==> src/rtl/mem_pkg.sv <==
// mem_pkg: shared request record and tick-tock constants for the memory request path
package mem_pkg;
    localparam int TT_SLOTS = 2;
    localparam int MEM_ADDR_W = 31;
    typedef struct packed {
        logic [MEM_ADDR_W-1:0] address;
        logic [3:0][15:0] data;
        logic [1:0] move;
        logic secondary;
        logic [2:0] length;
        logic is_byte;
        logic is_write;
    } mem_req_t;
endpackage

==> src/rtl/mem_tag_fifo.sv <==
// mem_tag_fifo: two-entry in-order tag queue with simultaneous push and pop
module mem_tag_fifo
    import mem_pkg::*;
#(
    parameter int W = 2
) (
    input  logic main_clk,
    input  logic main_rst_n,
    input  logic push,
    input  logic pop,
    input  logic [W-1:0] din,
    output logic [W-1:0] head,
    output logic empty
);
    logic [W-1:0] mem [TT_SLOTS];
    logic rd, wr;
    logic [1:0] cnt;
    always_ff @(posedge main_clk or negedge main_rst_n) begin
        if (!main_rst_n) begin
            rd <= 1'b0;
            wr <= 1'b0;
            cnt <= 2'd0;
            for (int i = 0; i < TT_SLOTS; i++) mem[i] <= '0;
        end else begin
            if (push) begin
                mem[wr] <= din;
                wr <= ~wr;
            end
            if (pop) rd <= ~rd;
            cnt <= cnt + 2'(push) - 2'(pop);
        end
    end
    assign head = mem[rd];
    assign empty = cnt == 2'd0;
endmodule

==> src/rtl/mem_request_arbiter.sv <==
// mem_request_arbiter: round-robin sharing of the tick-tock request slots with in-order completion routing
module mem_request_arbiter
    import mem_pkg::*;
#(
    parameter int NUM_REQ = 3,
    parameter int ID_W = 2
) (
    input  logic main_clk,
    input  logic main_rst_n,
    input  logic [NUM_REQ-1:0] req_valid,
    output logic [NUM_REQ-1:0] req_ready,
    input  logic [MEM_ADDR_W-1:0] req_address [NUM_REQ],
    input  logic [63:0] req_data [NUM_REQ],
    input  logic [1:0] req_move [NUM_REQ],
    input  logic [NUM_REQ-1:0] req_secondary,
    input  logic [2:0] req_length [NUM_REQ],
    input  logic [NUM_REQ-1:0] req_is_byte,
    input  logic [NUM_REQ-1:0] req_is_write,
    output logic [NUM_REQ-1:0] rsp_valid,
    output logic [127:0] rsp_data,
    output logic [1:0] tick_tock_phase0,
    input  logic [1:0] tick_tock_phase2,
    input  logic tick_tock_phase2_moved,
    input  logic [127:0] cd_access_out_full_data,
    output logic [MEM_ADDR_W-1:0] tt_address [TT_SLOTS],
    output logic [63:0] tt_data_in0,
    output logic [63:0] tt_data_in1,
    output logic [1:0] tt_move [TT_SLOTS],
    output logic [1:0] tt_secondary,
    output logic [2:0] tt_access_length [TT_SLOTS],
    output logic [1:0] tt_is_byte_op,
    output logic [1:0] tt_is_write_op
);
    logic [ID_W-1:0] rr_ptr, gnt, head;
    logic [1:0] occ;
    logic acc, pop, empty;
    mem_req_t req_g;
    mem_req_t slot [TT_SLOTS];
    function automatic logic [ID_W-1:0] wrap(input int v);
        return ID_W'(v >= NUM_REQ ? v - NUM_REQ : v);
    endfunction
    always_comb begin
        gnt = rr_ptr;
        for (int k = NUM_REQ - 1; k >= 0; k--)
            if (req_valid[wrap(int'(rr_ptr) + k)]) gnt = wrap(int'(rr_ptr) + k);
        occ = tick_tock_phase0 - tick_tock_phase2;
        req_ready = '0;
        req_ready[gnt] = main_rst_n && occ < 2'd2 && req_valid[gnt];
        acc = |req_ready;
        req_g = '{address: req_address[gnt], data: req_data[gnt], move: req_move[gnt],
                  secondary: req_secondary[gnt], length: req_length[gnt],
                  is_byte: req_is_byte[gnt], is_write: req_is_write[gnt]};
        pop = tick_tock_phase2_moved && !empty;
        rsp_valid = '0;
        rsp_valid[head] = pop;
    end
    assign rsp_data = cd_access_out_full_data;
    always_ff @(posedge main_clk or negedge main_rst_n) begin
        if (!main_rst_n) begin
            tick_tock_phase0 <= 2'd0;
            rr_ptr <= '0;
            for (int i = 0; i < TT_SLOTS; i++) slot[i] <= '0;
        end else if (acc) begin
            slot[tick_tock_phase0[0]] <= req_g;
            tick_tock_phase0 <= tick_tock_phase0 + 2'd1;
            rr_ptr <= wrap(int'(gnt) + 1);
        end
    end
    always_ff @(posedge main_clk)
        assert (!(main_rst_n && tick_tock_phase2_moved && empty)) else $error("tag fifo underflow");
    mem_tag_fifo #(.W(ID_W)) u_tags (
        .main_clk(main_clk),
        .main_rst_n(main_rst_n),
        .push(acc),
        .pop(pop),
        .din(gnt),
        .head(head),
        .empty(empty)
    );
    for (genvar s = 0; s < TT_SLOTS; s++) begin : g_slot
        assign tt_address[s] = slot[s].address;
        assign tt_move[s] = slot[s].move;
        assign tt_secondary[s] = slot[s].secondary;
        assign tt_access_length[s] = slot[s].length;
        assign tt_is_byte_op[s] = slot[s].is_byte;
        assign tt_is_write_op[s] = slot[s].is_write;
    end
    assign tt_data_in0 = slot[0].data;
    assign tt_data_in1 = slot[1].data;
endmodule

==> config.mk <==
export PLATFORM = sky130hd
export DESIGN_NAME = mem_request_arbiter
export DESIGN_NICKNAME = d
export VERILOG_FILES = /design/src/rtl/mem_pkg.sv /design/src/rtl/mem_tag_fifo.sv /design/src/rtl/mem_request_arbiter.sv
export SDC_FILE = /design/constraint.sdc
export NUM_CORES = 1
export LEC_CHECK = 0
export CORE_AREA = 2 2 306 308
export DETAILED_ROUTE_END_ITERATION = 16
export DIE_AREA = 0 0 308 310
export PLACE_DENSITY_LB_ADDON = 0.12
export SYNTH_ARGS = -nofsm -noshare
export SYNTH_HDL_FRONTEND = slang
export SYNTH_HIERARCHICAL = 1
export SYNTH_SLANG_ARGS = --single-unit
==> constraint.sdc <==
create_clock -name main_clk -period 3.4 [get_ports main_clk]
set_input_delay 0.68 -clock main_clk [delete_from_list [all_inputs] [get_ports main_clk]]
set_output_delay 0.68 -clock main_clk [all_outputs]
set_load 0.005 [all_outputs]
# Yosys cells after proc, flatten, opt, wreduce, memory -nomap -nowiden
# Cells that the tools add are included.
# word_totals
output_inout_bits	342
wordCells	120
in_bits	445
regBits	218
# op_classes
addsub	11
magnitude_cmp	18
mux	46
bitwise_logic	8
reduce_logical	10
# ops
cell	count
bitwise mux 206 bit	1
binary-select mux 64 bit (select 2 bit)	1
two-way mux 64 bit	2
demux 103 bit (select 1 bit)	1
two-way mux 103 bit	1
binary-select mux 31 bit (select 2 bit)	1
two-way mux 31 bit	2
two-way mux 2 bit	13
< comparator 2 x 3 -> 1 bit (second input constant)	5
binary-select mux 1 bit (select 2 bit)	7
greater-or-equal comparator 3 x 2 -> 1 bit (second input constant)	3
two-way mux 1 bit	9
greater-or-equal comparator 2 bit (second input constant)	4
subtractor 2 bit (second input constant)	4
logical AND 1 bit	7
adder 2 x 1 -> 3 bit (second input constant)	2
bitwise AND 3 bit	2
binary-select mux 3 bit (select 2 bit)	1
two-way mux 3 bit	2
inverter 1 -> 2 bit	3
binary-select mux 2 bit (select 2 bit)	1
bitwise mux 4 bit	1
demux 1 bit (select 2 bit)	2
greater-or-equal comparator 2 x 1 -> 1 bit (second input constant)	2
other kinds (14)	16

# Logic depth before layout (Yosys ltp)
# Gate-level depths: netlist of the first run.
# logic_depth
depth_word	16
mapped_depth	14
mapped_depth_nobuf	13

# By module
# Netlist of the first run, hierarchy kept.
# by_module_without_submodules
module	area_each_um2	seq_area_each_um2	cells_per_inst	instances
mem_request_arbiter	11354.6	5255.0	887	1
mem_tag_fifo	351.6	200.2	25	1

# Worst setup path after synthesis of the first run
# OpenSTA, ideal clock, no wires.
# synth_path
kind	input port to flip-flop
startpoint	in req_valid[2]
endpoint	reg u_tags/mem[3] (netlist bit)
n_path_buf	2
path_slack_ps	-140
required_ps	3272
setup_time_ps	128
t_arrival_ps	3412
stages	10
path_cell_list	clkbuf_1 > nand3b_1 > a2bb2o_2 > a211oi_4 > clkbuf_1 > ha_1 > a211oi_2 > nor3_1 > nor2b_2 > mux2_1
# synth_via
elab_chain_len	11
word_cells_on_any_way	20
cone_classes	order compare: 2; mux: 14; bitwise: 1; reduce/logical: 3
# synth_lines
item	line_no	source
start, declared	mem_request_arbiter.sv:10	input logic [NUM_REQ-1:0] req_valid,
binary-select mux 1 bit (select 2 bit)	mem_request_arbiter.sv:45	if (req_valid[wrap(int'(rr_ptr) + k)]) gnt = wrap(int'(rr_ptr) + k);
two-way mux 1 bit (not written as such)	mem_request_arbiter.sv:45	
two-way mux 2 bit (2 in a row)	mem_request_arbiter.sv:45	
two-way mux 2 bit (*)	mem_request_arbiter.sv:45	
named net gnt[1]	mem_request_arbiter.sv:34	logic [ID_W-1:0] rr_ptr, gnt, head;
< comparator 2 x 3 -> 1 bit / greater-or-equal comparator 2 x 1 -> 1 bit (equally long branches)	mem_request_arbiter.sv:48	req_ready[gnt] = main_rst_n && occ < 2'd2 && req_valid[gnt];
logical AND 1 bit	mem_request_arbiter.sv:48	
two-way mux 1 bit (not written as such)	mem_request_arbiter.sv:48	
demux 1 bit (select 2 bit)	mem_request_arbiter.sv:48	
bitwise AND 3 bit (no line) (*)	-	
OR reduction 3 bit (*)	mem_request_arbiter.sv:49	acc = |req_ready;
named net acc	mem_request_arbiter.sv:36	logic acc, pop, empty;
end signal, assigned by index	mem_tag_fifo.sv:26	mem[wr] <= din;
end, declared	mem_tag_fifo.sv:15	logic [W-1:0] mem [TT_SLOTS];
# Mark *: on every way through the listed nets, which the timed path passes. The rest lies on a longest branch. The select of a mux whose other input is x is not followed.
# A chain may end at the register's enable or synchronous reset.

# Worst setup path after layout of the first run
# layout_path
startpoint	in req_valid[0]
endpoint	out req_ready[0]
# layout_via
elab_chain_len	10
word_cells_on_any_way	18
cone_classes	order compare: 2; mux: 13; bitwise: 1; reduce/logical: 2
# layout_lines
item	line_no	source
binary-select mux 1 bit (select 2 bit)	mem_request_arbiter.sv:45	
two-way mux 1 bit (not written as such)	mem_request_arbiter.sv:45	
two-way mux 2 bit (3 in a row)	mem_request_arbiter.sv:45	
< comparator 2 x 3 -> 1 bit / greater-or-equal comparator 2 x 1 -> 1 bit (equally long branches)	mem_request_arbiter.sv:48	
logical AND 1 bit	mem_request_arbiter.sv:48	
two-way mux 1 bit (not written as such)	mem_request_arbiter.sv:48	
demux 1 bit (select 2 bit)	mem_request_arbiter.sv:48	
bitwise AND 3 bit (no line) (*)	-	
end, declared	mem_request_arbiter.sv:11	output logic [NUM_REQ-1:0] req_ready,
# Every way passes the cells marked *; elsewhere a longest branch is shown, timed or not. The select of a mux whose other input is x is not followed.

==> impl_metrics.env, run 1 <==
export IMPL_yosys_area_top_type="dfrtp_1"
export IMPL_routabilityCongestion=0.713
export IMPL_cts_max_path_buffers=3
export IMPL_dieArea_um2=95500
export IMPL_power_leakage_nw=8.27
export IMPL_endpoint_kind="output pin"
export IMPL_synth_top_area_share_pct=46.6
export IMPL_fin_worst_skew_ps=10.2
export IMPL_syn_area_um2=11700
export IMPL_globalRouteMet1Util_pct=9.89
export IMPL_worstPathArrival_ps=2770
export IMPL_stdcell_area_um2=20200
export IMPL_power_switching_mw=7.43
export IMPL_finalSetupViolations=3
export IMPL_synth_fp_nets=1364
export IMPL_layout_drive_gt1_share_pct=26.3
export IMPL_p_clk_share_pct=15.7
export IMPL_cts_buffers=31
export IMPL_grt_pass1_vias=9789
export IMPL_slowest_stage="clkdlybuf4s50_1"
export IMPL_violations="setup timing"
export IMPL_viasPerCell=3.49
export IMPL_grt_met3_usage_pct=3.66
export IMPL_hp_class="in2async"
export IMPL_synth_xor_area_share_pct=0.599
export IMPL_p_seq_share_pct=22.7
export IMPL_hold_slack_ps=150
export IMPL_worst_path_buf_inv=3
export IMPL_io_pins=787
export IMPL_synth_avg_cell_area_um2=12.8
export IMPL_initialDrtViolationCount=204
export IMPL_worstSetupPathType="in2out"
export IMPL_synth_edff_count=0
export IMPL_drtPass1Iterations=6
export IMPL_synth_seq_cells=218
export IMPL_yosys_area_share_adder_pct=0.748
export IMPL_synth_simple_gate_area_share_pct=1.88
export IMPL_min_period_ps=3450
export IMPL_grt_max_degree=124
export IMPL_dpl_cell_area_um2=18000
export IMPL_start_kind="primary input"
export IMPL_num_vias=9138
export IMPL_worstMarginPinSlew_ps=866
export IMPL_antenna_cells=0
export IMPL_dp_hpwl_mm=41.2
export IMPL_ant_nets=0
export IMPL_die_height_um=310
export IMPL_wl_mm=54.5
export IMPL_synth_top_family_by_area="multiplexers"
export IMPL_p_per_area_nw_per_um2=991
export IMPL_switching_share_pct=37.2
export IMPL_die_x_um=308
export IMPL_port_buffers=530
export IMPL_rsz0062_at_grt="yes"
export IMPL_clock_sinks=218
export IMPL_place_inst=2527
export IMPL_grt_use_met2_pct=19.6
export IMPL_nets=1853
export IMPL_grt_busiest_layer="met2"
export IMPL_syn_to_final_growth_pct=72.2
export IMPL_crit_fanout=5
export IMPL_cts_max_level=1
export IMPL_p_total_mw=20.0
export IMPL_drv_cap=0
export IMPL_hold_viol_final=0
export IMPL_fp_row_count=112
export IMPL_clock_latency_ps=570
export IMPL_wire_per_inst_um=20.8
export IMPL_multi_input_area_um2=5480
export IMPL_crit_path_max_incr_delay_ps=540
export IMPL_yosysMostFrequentCell="dfrtp_1"
export IMPL_p_int_mw=12.6
export IMPL_ys_flop_type="dfrtp_1"
export IMPL_coreArea_um2=92500
export IMPL_required_ps=2720
export IMPL_synth_distinct_cells=44
export IMPL_n_fill_cell=9893
export IMPL_cts_tree="built"
export IMPL_relSlewSlack_pct=42.3
export IMPL_seq_area_frac_synth_pct=46.6
export IMPL_grtUsageTotal_pct=10.2
export IMPL_drc_errors=0
export IMPL_clkTransAtPathRegs_ps=60
export IMPL_start_util_pct=12.7
export IMPL_fmax_mhz=290
export IMPL_period_share_pct=101
export IMPL_synth_compound_area_share_pct=9.26
export IMPL_cts_root_buf="clkbuf_16"
export IMPL_fin_cells=2617
export IMPL_status="finished, violations left"
export IMPL_synthMuxAreaShare_pct=29.6
export IMPL_cp_cell_sequence="clkdlybuf4s50_1, buf_6, or3b_1, o31ai_2, a211oi_4, a31o_4, o32ai_4, nor3_2, buf_2"
export IMPL_ir_worst_vdd_v=0.000499
export IMPL_cpLargestDelayFamily="buffers and inverters"
export IMPL_p_comb_share_pct=61.6
export IMPL_antenna_found_initial=4
export IMPL_regArea_um2=5460
export IMPL_setup_slack_ps=-47.0
export IMPL_final_max_slew_violation_count=0
export IMPL_async_flop_share_pct=100
export IMPL_yosysWarnings=6
export IMPL_grt_first_pass_wirelength_mm=70.4
export IMPL_gr_total_overflow=0
export IMPL_synth_area_leaders="dfrtp_1 (47%), mux2_1 (12%), mux2i_1 (9.0%), mux2_2 (8.8%), buf_4 (8.7%)"
export IMPL_ys_top_cells_by_count="dfrtp_1 (218), buf_4 (135), mux2_1 (123), mux2i_1 (105), o2bb2ai_1 (104)"
export IMPL_postSynthCellCount=912
metal layers:
layer | vias to the layer above | part of all wire (%) | wire length, um
met5 | - | 0.16 | 87
li1 | 4166 | - | -
met4 | 6 | 3.2 | 1760
met2 | 352 | 54 | 29400
met1 | 4482 | 34 | 18700
met3 | 132 | 8.4 | 4560
stage by stage:
step / setup slack [ps] / TNS [ps] / utilization (%)
6_report: -47.0 / -129 / 21.8
5_1_grt: -185 / -6700 / 21.8
4_1_cts: -139 / -301 / 20.7
3_5_place_dp: -431 / -76200 / 19.5
3_3_place_gp: -402 / -62950 / 19.5
2_1_floorplan: 16.0 / 0 / -
power groups by stage:
stage	Sequential (mW)	Clock [mW]	Combinational, mW
after global placement	4.51	0	11.1
final	4.53	3.13	12.3
after CTS	4.52	3.31	11.5
after global routing	4.71	3.42	13.3
after detailed placement	4.54	0	11.1
after floorplan	4.57	0	4.83
cells in the final DEF, fill, tap and decap left out, types with 3 or more instances in the layout:
master	synthesis	routed
mux2i_1	105	103
inv_2	1	3
clkbuf_8	0	5
buf_8	0	8
ha_4	0	4
clkbuf_16	0	43
mux2_1	123	41
nor3_2	2	4
o2bb2ai_1	104	103
buf_6	7	9
nand2_1	8	8
buf_16	0	4
buf_4	135	66
buf_12	0	15
a211oi_4	1	3
xor2_1	4	4
clkdlybuf4s50_1	0	526
dfrtp_1	218	217
buf_2	18	3
nor2_1	4	3
mux2_4	0	82
clkbuf_1	21	8
mux2_2	91	91
clkinv_2	0	4
inv_1	10	8
xnor2_1	4	3
area by class of cell:
cell class                 count  area share (%)
clock inverter                 8           0.472
sequential                   218            27.1
tap                         1197            7.43
multi-input combinational    495            27.2
clock buffer                  44            4.34
timing repair buffer         644            33.3
inverter                      11           0.205
logic make-up after synthesis:
group           count (synthesis)
fa+ha+maj                       7
compound gates                123
mux                           319
buf+inv                       199
flops                         218
simple gates                   38
xor+xnor                        8
timing repair:
item / 4_1_cts / 5_1_grt
endpoints found under the hold margin: 14 / 0
pin swaps: 15 / 13
gates resized for setup: 39 / 131
setup endpoints to repair: 146 / 206
gates cloned: 0 / 12
hold buffers: 1 / 0
setup buffers: 10 / 17
registers in the layout, summed over array words and instances (netlist names):
register          flops
tick_tock_phase0      2
u_tags/mem            4
u_tags/wr             1
rr_ptr                2
tt_secondary          2
tt_access_length      6
tt_data_in1          64
u_tags/cnt            2
tt_is_write_op        2
tt_move               4
tt_address           62
tt_is_byte_op         2
tt_data_in0          64
u_tags/rd             1
final timing paths:
check	start	to	slack (ps)	cells after the start
worst max-delay path	req_valid[0]	req_ready[0]	-50	9
worst min-delay path	main_rst_n	tt_is_byte_op[1]	150	2
worst max register to register	rr_ptr[1]	tt_address[3]	10	17
worst min register to register	u_tags/cnt[1]	u_tags/cnt[1]	470	1
max in group asynchronous	main_rst_n	tt_address[20]	2130	3
min in group main_clk	u_tags/cnt[1]	u_tags/cnt[1]	470	1
Note: power is estimated with default switching activity, not from simulation.
==> run 2, diff against run 1 <==
--- a/config.mk
+++ b/config.mk
@@ -8,7 +8,6 @@
 export CORE_AREA = 2 2 306 308
 export DETAILED_ROUTE_END_ITERATION = 16
 export DIE_AREA = 0 0 308 310
-export PLACE_DENSITY_LB_ADDON = 0.12
 export SYNTH_ARGS = -nofsm -noshare
 export SYNTH_HDL_FRONTEND = slang
 export SYNTH_HIERARCHICAL = 1
==> impl_metrics.env, run 2 (synthesis results as in run 1) <==
export IMPL_status="finished, violations left"
export IMPL_violations="setup timing"
export IMPL_clock_sinks=218
export IMPL_coreArea_um2=92500
export IMPL_layout_drive_gt1_share_pct=21.9
export IMPL_p_per_area_nw_per_um2=969
export IMPL_period_share_pct=102
export IMPL_regArea_um2=5460
export IMPL_wire_per_inst_um=21.1
export IMPL_dpl_cell_area_um2=18200
export IMPL_syn_to_final_growth_pct=66.7
export IMPL_worstMarginPinSlew_ps=965
export IMPL_hp_class="reg2reg"
export IMPL_grt_pass1_vias=10200
export IMPL_cts_root_buf="clkbuf_16"
export IMPL_relSlewSlack_pct=35.7
export IMPL_power_leakage_nw=7.96
export IMPL_start_kind="flip-flop"
export IMPL_crit_fanout=4
export IMPL_nets=1847
export IMPL_cts_max_path_buffers=3
export IMPL_p_total_mw=18.9
export IMPL_die_height_um=310
export IMPL_ir_worst_vdd_v=0.000586
export IMPL_rsz0062_at_grt="yes"
export IMPL_clock_latency_ps=540
export IMPL_wl_mm=55.0
export IMPL_dp_hpwl_mm=45.1
export IMPL_num_vias=9336
export IMPL_final_max_slew_violation_count=0
export IMPL_min_from="tt_access_length[3]"
export IMPL_grt_first_pass_wirelength_mm=73.1
export IMPL_cts_max_level=1
export IMPL_fin_cells=2608
export IMPL_setup_slack_ps=-52.4
export IMPL_die_x_um=308
export IMPL_worstSetupPathType="reg2out"
export IMPL_start_util_pct=12.7
export IMPL_min_period_ps=3450
export IMPL_finalSetupViolations=2
export IMPL_cts_buffers=25
export IMPL_port_buffers=530
export IMPL_fin_worst_skew_ps=9.41
export IMPL_drc_errors=0
export IMPL_clkTransAtPathRegs_ps=60
export IMPL_multi_input_area_um2=5230
export IMPL_drv_cap=0
export IMPL_grtUsageTotal_pct=10.6
export IMPL_utilization_pct=21.1
export IMPL_gr_total_overflow=0
export IMPL_n_fill_cell=9913
export IMPL_drtPass1Iterations=4
export IMPL_fmax_mhz=290
export IMPL_final_common_cell="clkdlybuf4s50_1"
export IMPL_antenna_found_initial=3
export IMPL_worstPathArrival_ps=2770
export IMPL_endpoint_kind="output pin"
export IMPL_routabilityCongestion=0.864
export IMPL_hold_viol_final=0
export IMPL_ant_nets=0
export IMPL_stdcell_area_um2=19500
export IMPL_regToRegStartpoint="rr_ptr[1]"
export IMPL_initialDrtViolationCount=323
export IMPL_r2r_slack_ps=20
export IMPL_crit_start="rr_ptr[1]"
export IMPL_grt_max_degree=136
export IMPL_dieArea_um2=95500
export IMPL_io_pins=787
export IMPL_viasPerCell=3.58
export IMPL_place_inst=2549
export IMPL_fp_row_count=112
export IMPL_required_ps=2720
export IMPL_cts_tree="built"
export IMPL_final_cell_mix="clkdlybuf4s50_1 (526), dfrtp_1 (217), mux2_1 (104)"
==> run 2: worst max-delay path: stages (launching register included) <==
cell and delay (ps):
dfrtp_2 450, buf_6 130, ha_2 170, nand3b_1 220
o211ai_1 170, nand4_1 230, a21boi_1 300, o32ai_4 170
nor3_2 240, buf_2 150
==> run 2: stage by stage <==
| step | hold WS [ps] | setup slack, ps | setup TNS (ps) |
|---|---|---|---|
| after floorplan | 384 | 16.0 | 0 |
| after global placement | 461 | -366 | -48530 |
| after detailed placement | 473 | -401 | -64980 |
| final | 480 | -52.4 | -55.6 |
| after global routing | 500 | -193 | -6740 |
| after CTS | 487 | -127 | -356 |
==> run 2: power by group <==
part / internal, mW / total, mW / switching (mW) / leakage, nW
Combinational: 6.21 / 11.7 / 5.46 / 4.89
Sequential: 3.87 / 4.57 / 0.706 / 2.69
Clock: 1.57 / 2.66 / 1.09 / 0.385
Total: 11.6 / 18.9 / 7.25 / 7.96
==> run 2: metal layers <==
| metal | up-vias | GRT usage, % | share of wire [%] |
|---|---|---|---|
| met2 | 524 | 19.4 | 51 |
| met3 | 119 | 3.87 | 9.7 |
| met1 | 4533 | 10.6 | 35 |
| met4 | 4 | 4.97 | 4.5 |
| li1 | 4156 | - | - |
| met5 | - | 0.0506 | 0.025 |
==> run 2: final timing paths <==
kind | cells past startpoint | endpoint
setup / recovery | 9 | req_ready[0]
hold / removal | 1 | tt_access_length[3]
setup reg to reg | 17 | tt_data_in0[39]
hold reg to reg | 1 | tt_access_length[3]
max in group asynchronous | 3 | tt_address[54]
min in group asynchronous | 2 | tt_data_in0[29]
==> run 2: final cells by class <==
| class | instances | area share [%] |
|---|---|---|
| Clock buffer | 32 | 3.55 |
| Tap cell | 1197 | 7.68 |
| Inverter | 11 | 0.212 |
| Timing Repair Buffer | 644 | 33.3 |
| Antenna cell | 3 | 0.0385 |
| Multi-Input combinational cell | 495 | 26.8 |
| Clock inverter | 8 | 0.507 |
| Sequential cell | 218 | 28.0 |
==> run 2: repair_timing <==
item / in CTS / in global routing
gates resized for setup: 28 / 62
pin swaps: 8 / 13
endpoints found under the setup margin: 172 / 157
setup buffers: 4 / 5
cloned: 0 / 6
hold endpoints to repair: 14 / 0
hold buffers: 1 / 0
